==> src/rtl/id_ex_stage.sv <==
// ID/EX pipeline register with load-use hazard detection, branch flush
// bubbles and a halt FSM that drains the pipeline after opcode 0 decodes.
module id_ex_stage #(
  parameter int DATA_W       = 32,
  parameter int DRAIN_CYCLES = 3
) (
  input  logic              clk,
  input  logic              reset,
  input  logic              id_valid,
  input  logic [6:0]        id_opcode,
  input  logic              id_alu_src,
  input  logic              id_jal_to_reg,
  input  logic              id_mem_to_reg,
  input  logic              id_reg_write,
  input  logic              id_mem_read,
  input  logic              id_mem_write,
  input  logic              id_branch,
  input  logic [1:0]        id_alu_op,
  input  logic [2:0]        id_funct3,
  input  logic [6:0]        id_funct7,
  input  logic [4:0]        id_rs1,
  input  logic [4:0]        id_rs2,
  input  logic [4:0]        id_rd,
  input  logic [DATA_W-1:0] id_rd1,
  input  logic [DATA_W-1:0] id_rd2,
  input  logic [DATA_W-1:0] id_imm,
  input  logic [DATA_W-1:0] id_pc,
  input  logic              ex_flush,
  output logic              ex_alu_src,
  output logic              ex_jal_to_reg,
  output logic              ex_mem_to_reg,
  output logic              ex_reg_write,
  output logic              ex_mem_read,
  output logic              ex_mem_write,
  output logic              ex_branch,
  output logic [1:0]        ex_alu_op,
  output logic [2:0]        ex_funct3,
  output logic [6:0]        ex_funct7,
  output logic [4:0]        ex_rs1,
  output logic [4:0]        ex_rs2,
  output logic [4:0]        ex_rd,
  output logic [DATA_W-1:0] ex_rd1,
  output logic [DATA_W-1:0] ex_rd2,
  output logic [DATA_W-1:0] ex_imm,
  output logic [DATA_W-1:0] ex_pc,
  output logic              stall,
  output logic              halted
);

  localparam int PW = 7 + 2 + 3 + 7 + 15 + 4 * DATA_W;

  localparam logic [1:0] RUN    = 2'd0;
  localparam logic [1:0] DRAIN  = 2'd1;
  localparam logic [1:0] HALTED = 2'd2;

  localparam logic [3:0] DRAIN_INIT = 4'(DRAIN_CYCLES - 1);

  logic [1:0]    state_q, state_d;
  logic [3:0]    cnt_q, cnt_d;
  logic          halted_q, halted_d;
  logic [PW-1:0] bundle_q, bundle_d;
  logic [PW-1:0] id_bundle;

  logic in_run;
  logic halt_dec;
  logic hazard;

  assign id_bundle = {id_alu_src, id_jal_to_reg, id_mem_to_reg, id_reg_write,
                      id_mem_read, id_mem_write, id_branch, id_alu_op,
                      id_funct3, id_funct7, id_rs1, id_rs2, id_rd,
                      id_rd1, id_rd2, id_imm, id_pc};

  assign {ex_alu_src, ex_jal_to_reg, ex_mem_to_reg, ex_reg_write,
          ex_mem_read, ex_mem_write, ex_branch, ex_alu_op,
          ex_funct3, ex_funct7, ex_rs1, ex_rs2, ex_rd,
          ex_rd1, ex_rd2, ex_imm, ex_pc} = bundle_q;

  assign in_run   = (state_q == RUN);
  assign halt_dec = in_run && id_valid && (id_opcode == 7'b0000000);

  // rs2 only matters when it is actually read: R-type/branch operand or store data.
  assign hazard = in_run && ex_mem_read && (ex_rd != 5'd0) && id_valid &&
                  ((ex_rd == id_rs1) ||
                   ((ex_rd == id_rs2) && (!id_alu_src || id_mem_write)));

  assign stall  = !ex_flush &&
                  (hazard || halt_dec || (state_q == DRAIN) || (state_q == HALTED));
  assign halted = halted_q;

  always_comb begin
    state_d  = state_q;
    cnt_d    = cnt_q;
    halted_d = halted_q;
    bundle_d = '0;
    if (ex_flush) begin
      // A halt seen in decode was on the wrong path; abandon the drain.
      if (state_q == DRAIN) begin
        state_d = RUN;
        cnt_d   = 4'd0;
      end
    end else begin
      case (state_q)
        HALTED: ;
        DRAIN: begin
          cnt_d = cnt_q - 4'd1;
          if (cnt_q == 4'd1) begin
            state_d  = HALTED;
            halted_d = 1'b1;
          end
        end
        RUN: begin
          if (halt_dec) begin
            if (DRAIN_CYCLES == 1) begin
              state_d  = HALTED;
              halted_d = 1'b1;
              cnt_d    = 4'd0;
            end else begin
              state_d = DRAIN;
              cnt_d   = DRAIN_INIT;
            end
          end else if (!hazard && id_valid) begin
            bundle_d = id_bundle;
          end
        end
        default: state_d = RUN;
      endcase
    end
  end

  always_ff @(posedge clk or negedge reset) begin
    if (!reset) begin
      state_q  <= RUN;
      cnt_q    <= 4'd0;
      halted_q <= 1'b0;
      bundle_q <= '0;
    end else begin
      state_q  <= state_d;
      cnt_q    <= cnt_d;
      halted_q <= halted_d;
      bundle_q <= bundle_d;
    end
  end

endmodule

==> config.mk <==
export PLATFORM = sky130hd
export DESIGN_NAME = id_ex_stage
export DESIGN_NICKNAME = d
export VERILOG_FILES = /design/src/rtl/id_ex_stage.sv
export SDC_FILE = /design/constraint.sdc
export NUM_CORES = 1
export LEC_CHECK = 0
export CAP_MARGIN = 40
export CORE_AREA = 2 2 130 132
export DETAILED_ROUTE_END_ITERATION = 8
export DIE_AREA = 0 0 132 134
export PLACE_DENSITY = 0.84
export SYNTH_ARGS = -nofsm -noshare
export SYNTH_HDL_FRONTEND = slang
export SYNTH_SLANG_ARGS = --single-unit
==> constraint.sdc <==
create_clock -name clk -period 5.3 [get_ports clk]
set_input_delay 1.06 -clock clk [delete_from_list [all_inputs] [get_ports clk]]
set_output_delay 1.06 -clock clk [all_outputs]
set_load 0.05 [all_outputs]
==> flow_metrics.env <==
export IMPL_outcome="completed"
export IMPL_clk_latency_ns=0.42
export IMPL_netlist_top_cells_area="dfrtp_1, nand4_1, a21oi_2"
export IMPL_synthCells=643
export IMPL_clockRootBuffer="clkbuf_16"
export IMPL_syn_cell_area_um2=7181
export IMPL_power_switching_uw=917.2
export IMPL_worst_pin_slew_ns=0.9130
export IMPL_crit_chain="clkdlybuf4s50_1 > nor4_1 > a21oi_4 > nand2b_1 > a22o_1 > clkdlybuf4s50_1"
export IMPL_hold_path_depth=1
export IMPL_yosysTopAreaCell="dfrtp_1"
export IMPL_cts_sinks=169
export IMPL_critPathMaxStageDelay_ns=0.81
export IMPL_rsz0062_at_grt="false"
export IMPL_wl_um=23280
export IMPL_r2r_setup_slack_ns=2.70
export IMPL_path_clk_slew_ns=0.07
export IMPL_drt_initial_drc_count=506
export IMPL_grt_ovfl_total=0
export IMPL_fp_dieW_um=132
export IMPL_clk_path_buf_depth=2
export IMPL_path_max_fanout=3
export IMPL_ys_seq_area_share_pct=58.90
export IMPL_hold_viol_final=0
export IMPL_slew_headroom_pct=39.13
export IMPL_hold_slack_ns=0.4755
export IMPL_numCtsBuffers=17
export IMPL_clock_skew_ns=0.008890
export IMPL_via_per_inst=5.661
export IMPL_power_frac_comb_pct=19.2
export IMPL_firstDrtPassIters=5
export IMPL_tns_ns=0
export IMPL_synth_edf_count=0
export IMPL_cp_end_kind="output pin"
export IMPL_synth_area_mux_share_pct=0.1394
export IMPL_dp_hpwl_um=15360
export IMPL_synth_simple_area_share_pct=15.80
export IMPL_vias=6550
export IMPL_synth_top_area_share_pct=58.90
export IMPL_power_frac_seq_pct=41.8
export IMPL_wl_per_cell_um=20.12
export IMPL_drv_cap=0
export IMPL_cp_common_cell="clkdlybuf4s50_1"
export IMPL_ys_ff_latch=169
export IMPL_timing_fmax_mhz=228.0
export IMPL_rows=47
export IMPL_design_die_area_um2=17690
export IMPL_nets=1100
export IMPL_drc=0
export IMPL_critPathRequiredTime_ns=4.24
export IMPL_crit_type="input port to output pin"
export IMPL_ys_flop_type="dfrtp_1"
export IMPL_tritoncts="done"
export IMPL_syn_avg_cell_area_um2=11.17
export IMPL_cellPowerDensity_nw_per_um2=289.4
export IMPL_clkPwrFrac_pct=39.0
export IMPL_synth_top_family_by_area="compound AO/OA/AOI/OAI gates"
export IMPL_port_buffers=336
export IMPL_internal_power_uw=2333
export IMPL_crit_arrival_ns=3.33
export IMPL_worst_path_buf_inv=2
export IMPL_p_sw_share_pct=28.22
export IMPL_holdBufCountCts=0
export IMPL_report_final_slew_viol_count=0
export IMPL_setup_viol=0
export IMPL_antenna_found_initial=0
export IMPL_synth_compound_area_share_pct=17.08
export IMPL_r2r_cells=6
export IMPL_start_util_pct=44.08
export IMPL_htreeDepth=4
export IMPL_cp_num_cells=6
export IMPL_grt_first_pass_wirelength_um=35880
export IMPL_design_core_area_um2=16290
export IMPL_grt_pass1_vias=6479
export IMPL_diodes=0
export IMPL_grt_max_degree=163
export IMPL_start_kind="input port"
export IMPL_hold_class="flop to flop"
export IMPL_slowest_stage="clkdlybuf4s50_1"
export IMPL_ir_drop_mv=0.2069
export IMPL_post_place_ws_ns=0.9787
export IMPL_area_delta_synth_final_pct=56.42
export IMPL_yosys_warnings=0
export IMPL_synthArstFlopShare_pct=100.0
export IMPL_io_pins=337
export IMPL_finalCritPeriodShare_pct=82.75
export IMPL_place_congestion=0.8169
export IMPL_cts_setup_buffers=0
export IMPL_ctsResizeCount=0
export IMPL_syn_nets=818
export IMPL_synth_fa_ha_area_share_pct=0.3485
export IMPL_synth_xor_area_share_pct=1.220
export IMPL_die_y_um=134
export IMPL_p_leak_uw=0.004621
export IMPL_final_setup_worst_slack_ns=0.9141
export IMPL_ys_types=30
export IMPL_cp_top_family="buffers and inverters"
export IMPL_drtAntennaViolNets=0
export IMPL_track_usage_pct=25.81
export IMPL_min_period_ns=4.386
export IMPL_final_layout_size_suffix_gt1_share_pct=14.30
cells by family after synthesis:
family                     after synthesis
AOI/OAI and AO/OA                      180
xor gates and xnor gates                10
adders and majority gates                2
buffers and inverters                   96
DFF                                    169
muxes                                    1
and+or+nand+nor                        185
metal layers:
| metal | up-vias | GRT usage, % | share of wire [%] |
|---|---|---|---|
| li1 | 2952 | - | - |
| met1 | 3216 | 30.79 | 38 |
| met2 | 334 | 45.52 | 52 |
| met3 | 48 | 6.236 | 7.2 |
| met4 | 0 | 9.481 | 2.7 |
| met5 | - | 0 | 0 |
state kept, by name (all words and copies together), names as in the netlist:
signal    count
cnt_q         4
state_q       2
halted        1
bundle_q    162
worst paths after layout:
path / endpoint / from
setup reg to reg: bundle_q[102] / state_q[0]
min in group asynchronous: bundle_q[55] / reset
setup / recovery: stall / id_opcode[2]
hold / removal: halted / halted
hold reg to reg: halted / halted
max in group asynchronous: bundle_q[50] / reset
cells in the mapped netlist, types with 2 or more instances:
master and instances:
clkbuf_1 55, nand2_1 6, nand4_1 160, a211oi_1 3, o21a_1 2, ha_1 2
a21oi_1 81, nand2b_1 3, xnor2_1 10, buf_6 11, buf_2 20, inv_1 7
dfrtp_1 169, nand3_1 5, a21oi_2 81, o21ai_0 9, nor2_1 4, buf_1 3
placed cells by master (no fill, tap or decap), drive strengths merged:
master           n
clkdlybuf4s50  334
a21boi           1
nand2b           3
nand4          160
clkinv           3
o21a             2
o22ai            1
buf             18
a22o             1
or2              1
nor4b            1
nor2             4
a31oi            1
dfrtp          169
or3              1
xnor2           10
nand2            6
clkbuf          18
a21oi          162
nor4             1
a211oi           3
inv             12
nand3            5
o21ai            9
ha               2
mux2i            1
and3             1
bufinv           3
clkinvlp         2
or4              1
nor3             1
per-stage QoR:
| stage | util (%) | power [uW] | instances | cell area (um2) |
|---|---|---|---|---|
| 3_3_place_gp | 64.71 | 1991 | 1122 | 10540 |
| 4_1_cts | 68.95 | 3271 | 1157 | 11230 |
| 2_1_floorplan | - | 1701 | 643 | 7181 |
| 6_report | 68.95 | 3250 | 1157 | 11230 |
| 3_5_place_dp | 65.29 | 2005 | 1126 | 10640 |
| 5_1_grt | 68.95 | 3358 | 1157 | 11230 |
power groups by stage:
| stage | sequential [uW] | clock, uW | combinational, uW |
|---|---|---|---|
| 2_1_floorplan | 1550 | 0 | 147 |
| 3_3_place_gp | 1380 | 0 | 612 |
| 3_5_place_dp | 1380 | 0 | 624 |
| 4_1_cts | 1360 | 1290 | 627 |
| 5_1_grt | 1360 | 1340 | 656 |
| 6_report | 1360 | 1270 | 624 |
cell type report:
| type | instances | area [um2] |
|---|---|---|
| Fill cell | 1195 | 5057 |
| Sequential cell | 169 | 4229 |
| Timing Repair Buffer | 352 | 3585 |
| Multi-Input combinational cell | 378 | 2520 |
| Clock buffer | 18 | 429.2 |
| Tap cell | 220 | 275.3 |
| Clock inverter | 13 | 167.7 |
| Inverter | 7 | 26.28 |
Note: power is estimated with default switching activity, not from simulation.
